--- config.mk ---
export PLATFORM = sky130hd
export DESIGN_NAME = id_ex_reg
export DESIGN_NICKNAME = d
export VERILOG_FILES = /design/src/rtl/id_ex_reg.sv
export SDC_FILE = /design/constraint.sdc
export NUM_CORES = 1
export LEC_CHECK = 0
export ABC_AREA = 0
export BUFFER_PORTS_ARGS = -buffer_cell sky130_fd_sc_hd__buf_2
export CORE_AREA = 2 2 118 120
export CTS_CLUSTER_SIZE = 20
export DETAILED_ROUTE_END_ITERATION = 10
export DIE_AREA = 0 0 120 122
export PLACE_DENSITY = 0.75
export RECOVER_POWER = 50
export SLEW_MARGIN = 20
export SYNTH_ARGS = -nofsm -noshare
export SYNTH_HDL_FRONTEND = slang
export SYNTH_SLANG_ARGS = --single-unit
--- constraint.sdc ---
create_clock -name clk -period 5.14 [get_ports clk]
set_clock_uncertainty 0.1 [all_clocks]
set_input_delay 0.514 -clock clk [delete_from_list [all_inputs] [get_ports clk]]
set_output_delay 0.514 -clock clk [all_outputs]
set_load 0.01 [all_outputs]
--- src/rtl/id_ex_reg.sv ---
// Decode-to-execute pipeline register carrying control bits, operands, a valid bit and a bubble counter.
// Latency: 1 cycle. All outputs come straight from flops.
// Backpressure: stall holds every field. Flush or an invalid input loads a zeroed bubble and bumps a saturating counter.
module id_ex_reg #(
   parameter int DATA_W = 32,
   parameter int PC_W   = 9,
   parameter int CNT_W  = 16
) (
   input  logic              clk,
   input  logic              reset,
   input  logic              stall,
   input  logic              flush,
   input  logic              in_valid,
   input  logic              alusrc_in,
   input  logic              memtoreg_in,
   input  logic              regwrite_in,
   input  logic              memread_in,
   input  logic              memwrite_in,
   input  logic              branch_in,
   input  logic              jump_in,
   input  logic [1:0]        aluop_in,
   input  logic [PC_W-1:0]   pc_in,
   input  logic [DATA_W-1:0] rd1_in,
   input  logic [DATA_W-1:0] rd2_in,
   input  logic [DATA_W-1:0] imm_in,
   input  logic [4:0]        rs1_in,
   input  logic [4:0]        rs2_in,
   input  logic [4:0]        rd_in,
   input  logic [2:0]        funct3_in,
   input  logic [6:0]        funct7_in,
   output logic              alusrc_ex,
   output logic              memtoreg_ex,
   output logic              regwrite_ex,
   output logic              memread_ex,
   output logic              memwrite_ex,
   output logic              branch_ex,
   output logic              jump_ex,
   output logic [1:0]        aluop_ex,
   output logic [PC_W-1:0]   pc_ex,
   output logic [DATA_W-1:0] rd1_ex,
   output logic [DATA_W-1:0] rd2_ex,
   output logic [DATA_W-1:0] imm_ex,
   output logic [4:0]        rs1_ex,
   output logic [4:0]        rs2_ex,
   output logic [4:0]        rd_ex,
   output logic [2:0]        funct3_ex,
   output logic [6:0]        funct7_ex,
   output logic              valid_ex,
   output logic [CNT_W-1:0]  bubble_cnt
);

   // Everything the stage carries, so a bubble is simply an all-zero word.
   typedef struct packed {
      logic              alusrc;
      logic              memtoreg;
      logic              regwrite;
      logic              memread;
      logic              memwrite;
      logic              branch;
      logic              jump;
      logic [1:0]        aluop;
      logic [PC_W-1:0]   pc;
      logic [DATA_W-1:0] rd1;
      logic [DATA_W-1:0] rd2;
      logic [DATA_W-1:0] imm;
      logic [4:0]        rs1;
      logic [4:0]        rs2;
      logic [4:0]        rd;
      logic [2:0]        funct3;
      logic [6:0]        funct7;
   } stage_t;

   stage_t            stage_d;
   stage_t            stage_q;
   logic              valid_q;
   logic [CNT_W-1:0]  cnt_q;
   logic              hold;
   logic              load_bubble;
   logic              cnt_sat;

   assign stage_d = {alusrc_in, memtoreg_in, regwrite_in, memread_in, memwrite_in,
                     branch_in, jump_in, aluop_in, pc_in, rd1_in, rd2_in, imm_in,
                     rs1_in, rs2_in, rd_in, funct3_in, funct7_in};

   // Flush overrides stall; otherwise an empty decode slot becomes a bubble.
   assign hold        = stall & ~flush;
   assign load_bubble = flush | ~in_valid;
   assign cnt_sat     = (cnt_q == {CNT_W{1'b1}});

   // Stage register: reset > flush > stall > load, with the bubble count saturating.
   always_ff @(posedge clk) begin
      if (reset) begin
         stage_q <= '0;
         valid_q <= 1'b0;
         cnt_q   <= '0;
      end else if (!hold) begin
         if (load_bubble) begin
            stage_q <= '0;
            valid_q <= 1'b0;
            if (!cnt_sat) begin
               cnt_q <= cnt_q + 1'b1;
            end
         end else begin
            stage_q <= stage_d;
            valid_q <= 1'b1;
         end
      end
   end

   assign {alusrc_ex, memtoreg_ex, regwrite_ex, memread_ex, memwrite_ex,
           branch_ex, jump_ex, aluop_ex, pc_ex, rd1_ex, rd2_ex, imm_ex,
           rs1_ex, rs2_ex, rd_ex, funct3_ex, funct7_ex} = stage_q;
   assign valid_ex   = valid_q;
   assign bubble_cnt = cnt_q;

endmodule

==> results.md, run 1 <==
* Most frequent cells in the layout: sky130_fd_sc_hd__buf_2 (191), sky130_fd_sc_hd__dfxtp_1 (156), sky130_fd_sc_hd__nor2_1 (151), sky130_fd_sc_hd__a22oi_1 (139), sky130_fd_sc_hd__clkbuf_1 (113)
* Count of yosys warnings during synthesis at 0
* CTS Hold Buffers Added at 0
* Slew Viols, Final at 52
* Number of maximum-capacitance constraint violations at 1
* Net count of the mapped netlist at 724
* Maximum net fanout on the critical path at 51
* Cell area reported after detailed placement at 7130 um^2
* Sequential cell fraction of total power at 47.5%
* Leakage power at 0.00316 uW
* Gate power share at 7.1%
* Arrival time reported for the critical path endpoint at 2980 ps
* Crit share post-route at 53.3%
* Cells along the critical path: clkbuf_1 -> nor3b_1 -> clkbuf_1 -> a22oi_1 -> nor2_1
* Total design power at 2630 uW
* Switching pwr at 600 uW
* WL final at 15.4 mm
* Area Growth Syn to Fin at 36.2%
* Post-CTS setup buffers at 0
* Pre-antenna DRT Iters at 4
* Footprint of the flip-flops and latches at 3120 um^2
* Placed wire-length estimate after detailed placement at 10.4 mm
* Number of vias per cell after detailed routing at 5.12
* Switching part of the total at 22.8%
* Internal power at 2030 uW
* DRT antenna net count at 0
* Finish-stage setup viols at 0
* Most common cell after layout, fill and taps aside: sky130_fd_sc_hd__buf_2
* Layer with the highest usage: met2
* Site row count at 43
* Worst-margin pin slew at 2260 ps
* GR Layer Usage met1 at 23.1%
* TritonCTS buffer count at 17
* Tightest slew margin relative to the limit at -50.8%
* Overflow left after global routing at 0
* Fillers at 1,311
* Power density relative to cell area at 348 nW/um^2
* Post-cts gate resize count at 0
* Most used flip-flop cell after synthesis: sky130_fd_sc_hd__dfxtp_1
* Syn Inst Count at 579
* Hold Slack at 231 ps
* Layout cells sized above 1 at 26.7%
* Number of enable flip-flop cells after synthesis at 0
* Worst setup path category: in -> reg
* Global routing usage on met3 at 7.35%
* Total area of multi-input combinational cells at 2210 um^2
* Via count of the first global-routing pass at 4,885
* Number of synthesized register bits at 156
* Required time of the critical path at 5380 ps
* Port Buf Inserts at 299
* Type of origin of the critical path: input port
* Max Fclk at 365 MHz
* Antenna violations before repair at 0
* Die Ht at 122 um
* Violation count after the first detailed-route iteration at 255
* Worst ir drop on vdd at 0.172 mV
* Critical path endpoint category: register
* Clock transition at the registers of the reported paths at 60 ps
* Placer congestion estimate at 0.847
* Bufs on Longest Clock Path at 2
* Run status: finished, violations left
* Root cell of the clock tree: sky130_fd_sc_hd__clkbuf_16
* Cell area after technology mapping at 5550 um^2
* Clk sinks at 156
* DR vias at 5,349
* Clock network latency to the later pin of the worst-skew pair at 410 ps
* Finished layout cell area at 7560 um^2
* Total negative setup slack at 0 ps
* Setup repair after global routing missed its margin: no
* Final Hold Fails at 0
* Most frequent cell on the critical path: sky130_fd_sc_hd__clkbuf_1
* Slack of the worst reg-to-reg path at 3020 ps
* Final Critical Period at 2740 ps
* Core region area at 13,500 um^2
* Crit path largest cell delay at 1640 ps
* Total I/O pin count at 300
* Avg WL per Cell at 14.7 um
* Overall die area at 14,600 um^2
* Syn Area/Cell at 9.58 um^2
* Violations in the final reports: max-capacitance violations, max-slew violations
* Number of antenna repair diodes at 0
* Number of DRC violations after detailed routing at 0
* Number of different library cells in the post-synthesis netlist at 41
* Worst hold-check path type: in -> reg
* TritonCTS clock tree: done
* First-pass GRT wire length at 23.3 mm
* Sequential-to-total area share from yosys stat at 56.3%
* Total track usage at 19.8%
* H-tree levels at 4
* Die width at 120 um
* Starting density of the core at 41.1%
* Relative contribution of the clock network to total power at 45.4%
* Global-route met2 utilization at 32.6%
* Share of async-settable or async-resettable flops after synthesis at 0%
* CP max-delay cell: sky130_fd_sc_hd__clkbuf_1
* Largest net degree at the start of global routing at 99
* Nets@finish at 996
## cell families after synthesis
group	after synthesis	share of synthesized area (%)
flops	156	56.3
fa+ha+maj	1	0.225
buf+inv	53	4.13
simple gates	200	16.2
compound gates	159	21.2
mux	10	2.01
## area by class of cell
type,count,share of cell area [%]
Tap cell,180,2.98
Timing Repair Buffer,304,18.9
Multi-Input combinational cell,370,29.2
Clock buffer,22,5.88
Clock inverter,10,1.57
Sequential cell,156,41.3
Inverter,2,0.0993
## path summary, 6_finish.rpt
path                      start            end  depth (start not counted)
hold reg to reg        valid_ex       valid_ex                          2
setup / recovery          flush      rd1_ex[8]                          5
hold / removal         rd_in[0]       rd_ex[0]                          3
setup reg to reg  bubble_cnt[0]  bubble_cnt[3]                          5
## power by group through the flow
stage,sequential [uW],combinational (uW),clock [uW]
CTS,1250,194,1220
global placement,1270,188,0
detailed placement,1270,193,0
global route,1250,208,1280
finish,1250,188,1190
floorplan,1280,82.0,0
## metal layers
layer	vias to the layer above	share of wire, %
met1	2500	40
met3	25	7.9
met5	-	0
met4	0	2.0
li1	2613	-
met2	211	50
## stage by stage
stage,utilization [%],setup WS [ps],cells
after floorplan,-,3260,579
after global placement,52.6,2580,1011
after detailed placement,52.8,2610,1012
after CTS,57.0,3010,1044
after global routing,56.0,2040,1044
final,56.0,2400,1044
## flip-flops by register name, indices dropped and copies added (netlist names), 2 cells and up
signal	cells
aluop_ex	2
rs2_ex	5
pc_ex	9
funct3_ex	3
imm_ex	32
rd_ex	5
funct7_ex	7
bubble_cnt	16
rd2_ex	32
rd1_ex	32
rs1_ex	5
## worst max-delay path: cells and delay by family
family / cells / cell delay, ps
buf+inv: 2 / 1760
compound gates: 1 / 220
simple gates: 2 / 450
## cell usage after synthesis, drive strengths merged, types with 2 or more instances
master / instances / area (um^2)
clkbuf: 23 / 86.3
and3: 2 / 12.5
buf: 28 / 135
nand2: 6 / 25.0
nor3: 2 / 10.0
nor2b: 11 / 68.8
nand2b: 3 / 18.8
and2: 3 / 18.8
nor2: 152 / 573
dfxtp: 156 / 3120
nand3: 7 / 60.1
a22oi: 139 / 1040
a21boi: 2 / 18.8
a211oi: 2 / 15.0
inv: 2 / 7.51
mux2: 9 / 101
nor4: 5 / 46.3
nand4: 4 / 25.0
a21oi: 9 / 45.0
(Power assumes the default switching activity.)
==> run 2: changes to the inputs <==
- ABC_AREA: 0 -> 1
- CORE_AREA: 2 2 118 120 -> default
- CORE_MARGIN: default -> 1
- CORE_UTILIZATION: default -> 41
- DIE_AREA: 0 0 120 122 -> default
- PLACE_DENSITY: 0.75 -> 0.76
- clock period: 5.14 -> 2.3 ns (I/O delays scaled with it)
==> results.md, run 2 <==
* Run status: finished, violations left
* Violations in the final reports: max-capacitance violations, max-slew violations
* Root cell of the clock tree: sky130_fd_sc_hd__clkbuf_16
* Nets@finish at 1,339 (+34%)
* Final Hold Fails at 0 (unchanged)
* Pre-antenna DRT Iters at 4 (unchanged)
* Count of non-filler cells in the finished layout at 1,387 (+33%)
* Worst-margin pin slew at 1580 ps (-687 ps)
* Post-CTS setup buffers at 0 (unchanged)
* Cell count after placement at 1,216 (+20%)
* Commonest cells in the netlist: sky130_fd_sc_hd__nand2_1 (331), sky130_fd_sc_hd__dfxtp_1 (156), sky130_fd_sc_hd__a21oi_1 (147), sky130_fd_sc_hd__nor2_1 (32), sky130_fd_sc_hd__inv_1 (30)
* DR vias at 6,671 (+25%)
* Count of yosys warnings during synthesis at 0 (unchanged)
* Final core occ at 66.8% (+11 points)
* Area Growth Syn to Fin at 59.6%
* Clk sinks at 156 (unchanged)
* Bufs on Longest Clock Path at 2 (unchanged)
* Global routing usage on met3 at 7.17% (-0.18 points)
* Most frequently used cell type in the post-synthesis netlist: sky130_fd_sc_hd__nand2_1
* Number of enable flip-flop cells after synthesis at 0 (unchanged)
* Most common cell after layout, fill and taps aside: sky130_fd_sc_hd__nand2_1
* Antenna violations before repair at 0 (unchanged)
* Overflow left after global routing at 0 (unchanged)
* Layer with the highest usage: met2
* First-pass GRT wire length at 30.0 mm (+29%)
* Global-route met2 utilization at 46.4% (+14 points)
* Port Buf Inserts at 299 (unchanged)
* Via count of the first global-routing pass at 6,419 (+31%)
* Number of antenna repair diodes at 0 (unchanged)
* TritonCTS clock tree: done
* Share of the synthesized area in the top cell type at 53.9% (-2.3 points)
* Core region area at 13,800 um^2 (+2.4%)
* Finish-stage setup viols at 0 (unchanged)
* Number of DRC violations after detailed routing at 0 (unchanged)
* Starting density of the core at 41.9% (+0.79 points)
* Required time of the critical path at 2550 ps (-2830 ps)
* Crit share post-route at 89.4%
* Die Ht at 121 um (-0.95%)
* Worst ir drop on vdd at 0.450 mV (+160%)
* CTS Hold Buffers Added at 139 (+139)
* Type of origin of the critical path: input port
* Share of async-settable or async-resettable flops after synthesis at 0% (unchanged)
* Net count of the mapped netlist at 925 (+28%)
* Number of maximum-capacitance constraint violations at 1 (unchanged)
* Fillers at 1,092 (-17%)
* Slew Viols, Final at 141 (+170%)
* TritonCTS buffer count at 17 (unchanged)
* Total negative setup slack at 0 ps (unchanged)
* Worst hold-check path type: in -> reg
* Leakage power at 0.00404 uW (+28%)
* Total I/O pin count at 300 (unchanged)
* Number of synthesized register bits at 156 (unchanged)
* Syn Inst Count at 780 (+35%)
* Synth area leaders: sky130_fd_sc_hd__dfxtp_1 (54%), sky130_fd_sc_hd__nand2_1 (21%), sky130_fd_sc_hd__a21oi_1 (13%), sky130_fd_sc_hd__nor2_1 (2.1%), sky130_fd_sc_hd__inv_1 (1.9%)
* Most frequent cells in the layout: sky130_fd_sc_hd__nand2_1 (331), sky130_fd_sc_hd__buf_2 (248), sky130_fd_sc_hd__dfxtp_1 (156), sky130_fd_sc_hd__a21oi_1 (147), sky130_fd_sc_hd__dlygate4sd3_1 (139)
* Maximum net fanout on the critical path at 140 (+170%)
* Number of vias per cell after detailed routing at 4.81 (-6.1%)
* Cell area after technology mapping at 5790 um^2 (+4.4%)
* Tightest slew margin relative to the limit at -5.03% (+46 points)
* H-tree levels at 4 (unchanged)
* Placer congestion estimate at 0.815 (-3.8%)
* Violation count after the first detailed-route iteration at 497 (+95%)
* Largest net degree at the start of global routing at 141 (+42%)
* Critical path endpoint category: register
* Placed wire-length estimate after detailed placement at 10.6 mm (+1.8%)
* Clock network latency to the later pin of the worst-skew pair at 430 ps (+20 ps)
* GR Layer Usage met1 at 27.7% (+4.6 points)
* Cell taking the most area after synthesis: sky130_fd_sc_hd__dfxtp_1
* Site row count at 43 (unchanged)
* Power density relative to cell area at 671 nW/um^2 (+93%)
* Arrival time reported for the critical path endpoint at 2300 ps (-680 ps)
* Sequential-to-total area share from yosys stat at 53.9% (-2.3 points)
* Worst setup path category: in -> reg
* Final Critical Period at 2060 ps
* Overall die area at 14,600 um^2 (-0.26%)
* Layout cells sized above 1 at 24.7% (-2.0 points)
* Total track usage at 26.0% (+6.2 points)
* DRT antenna net count at 0 (unchanged)
* Number of different library cells in the post-synthesis netlist at 18 (-56%)
* Clock transition at the registers of the reported paths at 60 ps (about the same)
* Most used flip-flop cell after synthesis: sky130_fd_sc_hd__dfxtp_1
* Max Fclk at 487 MHz
* WL final at 19.6 mm (+27%)
* Setup repair after global routing missed its margin: no
* Die width at 121 um (+0.70%)
* Syn Area/Cell at 7.42 um^2 (-23%)
* Avg WL per Cell at 14.1 um (-4.1%)
* Post-cts gate resize count at 0 (unchanged)
==> run 2: cell types whose count changed in the layout (fill, tap and decap cells not counted), sizes merged, moves of 13 or more <==
cell | previous run | this run
nand2 | 6 | 335
a22oi | 139 | 0
dlygate4sd3 | 0 | 139
a21oi | 9 | 147
nor2 | 152 | 37
clkbuf | 130 | 69
buf | 196 | 254
inv | 2 | 32
nand3 | 7 | 20
==> run 2: power breakdown <==
group	total, uW	switching (uW)	internal (uW)	leakage (uW)
clock network	2770	1150	1630	0.000290
logic	635	304	330	0.00248
registers	2790	34.6	2760	0.00126
==> run 2: logic make-up (layout without fill, tap and decap cells) <==
kind of cell | after synthesis | after routing | synth area share (%)
and+or+nand+nor | 395 | 395 | 26.5
buffers and inverters | 81 | 508 | 6.61
adders and majority gates | 1 | 1 | 0.216
AOI/OAI and AO/OA | 147 | 147 | 12.7
DFF | 156 | 156 | 53.9
==> run 2: final timing paths <==
| check | startpoint | end | slack (ps) | cells after the start |
|---|---|---|---|---|
| setup / recovery | flush | imm_ex[10] | 240 | 7 |
| hold / removal | reset | funct7_ex[0] | 130 | 2 |
| setup reg to reg | bubble_cnt[0] | bubble_cnt[3] | 340 | 9 |
| hold reg to reg | imm_ex[29] | imm_ex[29] | 360 | 2 |
==> run 2: through the flow <==
| step | hold slack, ps | area, um^2 | total power [uW] | worst slack (ps) |
|---|---|---|---|---|
| finish | 126 | 9240 | 6200 | 245 |
| global route | 138 | 9240 | 6400 | 86.5 |
| CTS | 115 | 9320 | 6230 | 350 |
| detailed placement | 352 | 7340 | 3290 | 364 |
| global placement | 349 | 7340 | 3290 | 439 |
| floorplan | 273 | 5790 | 3070 | 756 |
==> run 2: metal layers <==
metal  routed length [um]  up-vias
li1                     -     3284
met1                 7460     3030
met2                10000      293
met3                 1440       64
met4                  674        0
met5                    0        -
==> run 2: worst max-delay path, stage by stage <==
cell and delay [ps]:
sky130_fd_sc_hd__buf_2 100, sky130_fd_sc_hd__inv_1 70, sky130_fd_sc_hd__nand2_1 100, sky130_fd_sc_hd__clkinvlp_2 110, sky130_fd_sc_hd__clkbuf_4 1060, sky130_fd_sc_hd__nand2_1 180, sky130_fd_sc_hd__a21oi_1 260
==> run 2: final cells by class <==
cell class                 instances  area [um^2]  area share [%]
clock inverter                    14          145            1.57
timing repair buffer             444         2900            31.4
sequential                       156         3120            33.8
inverter                          32          121            1.31
clock buffer                      18          439            4.75
tap                              180          225            2.44
multi-input combinational        543         2290            24.8
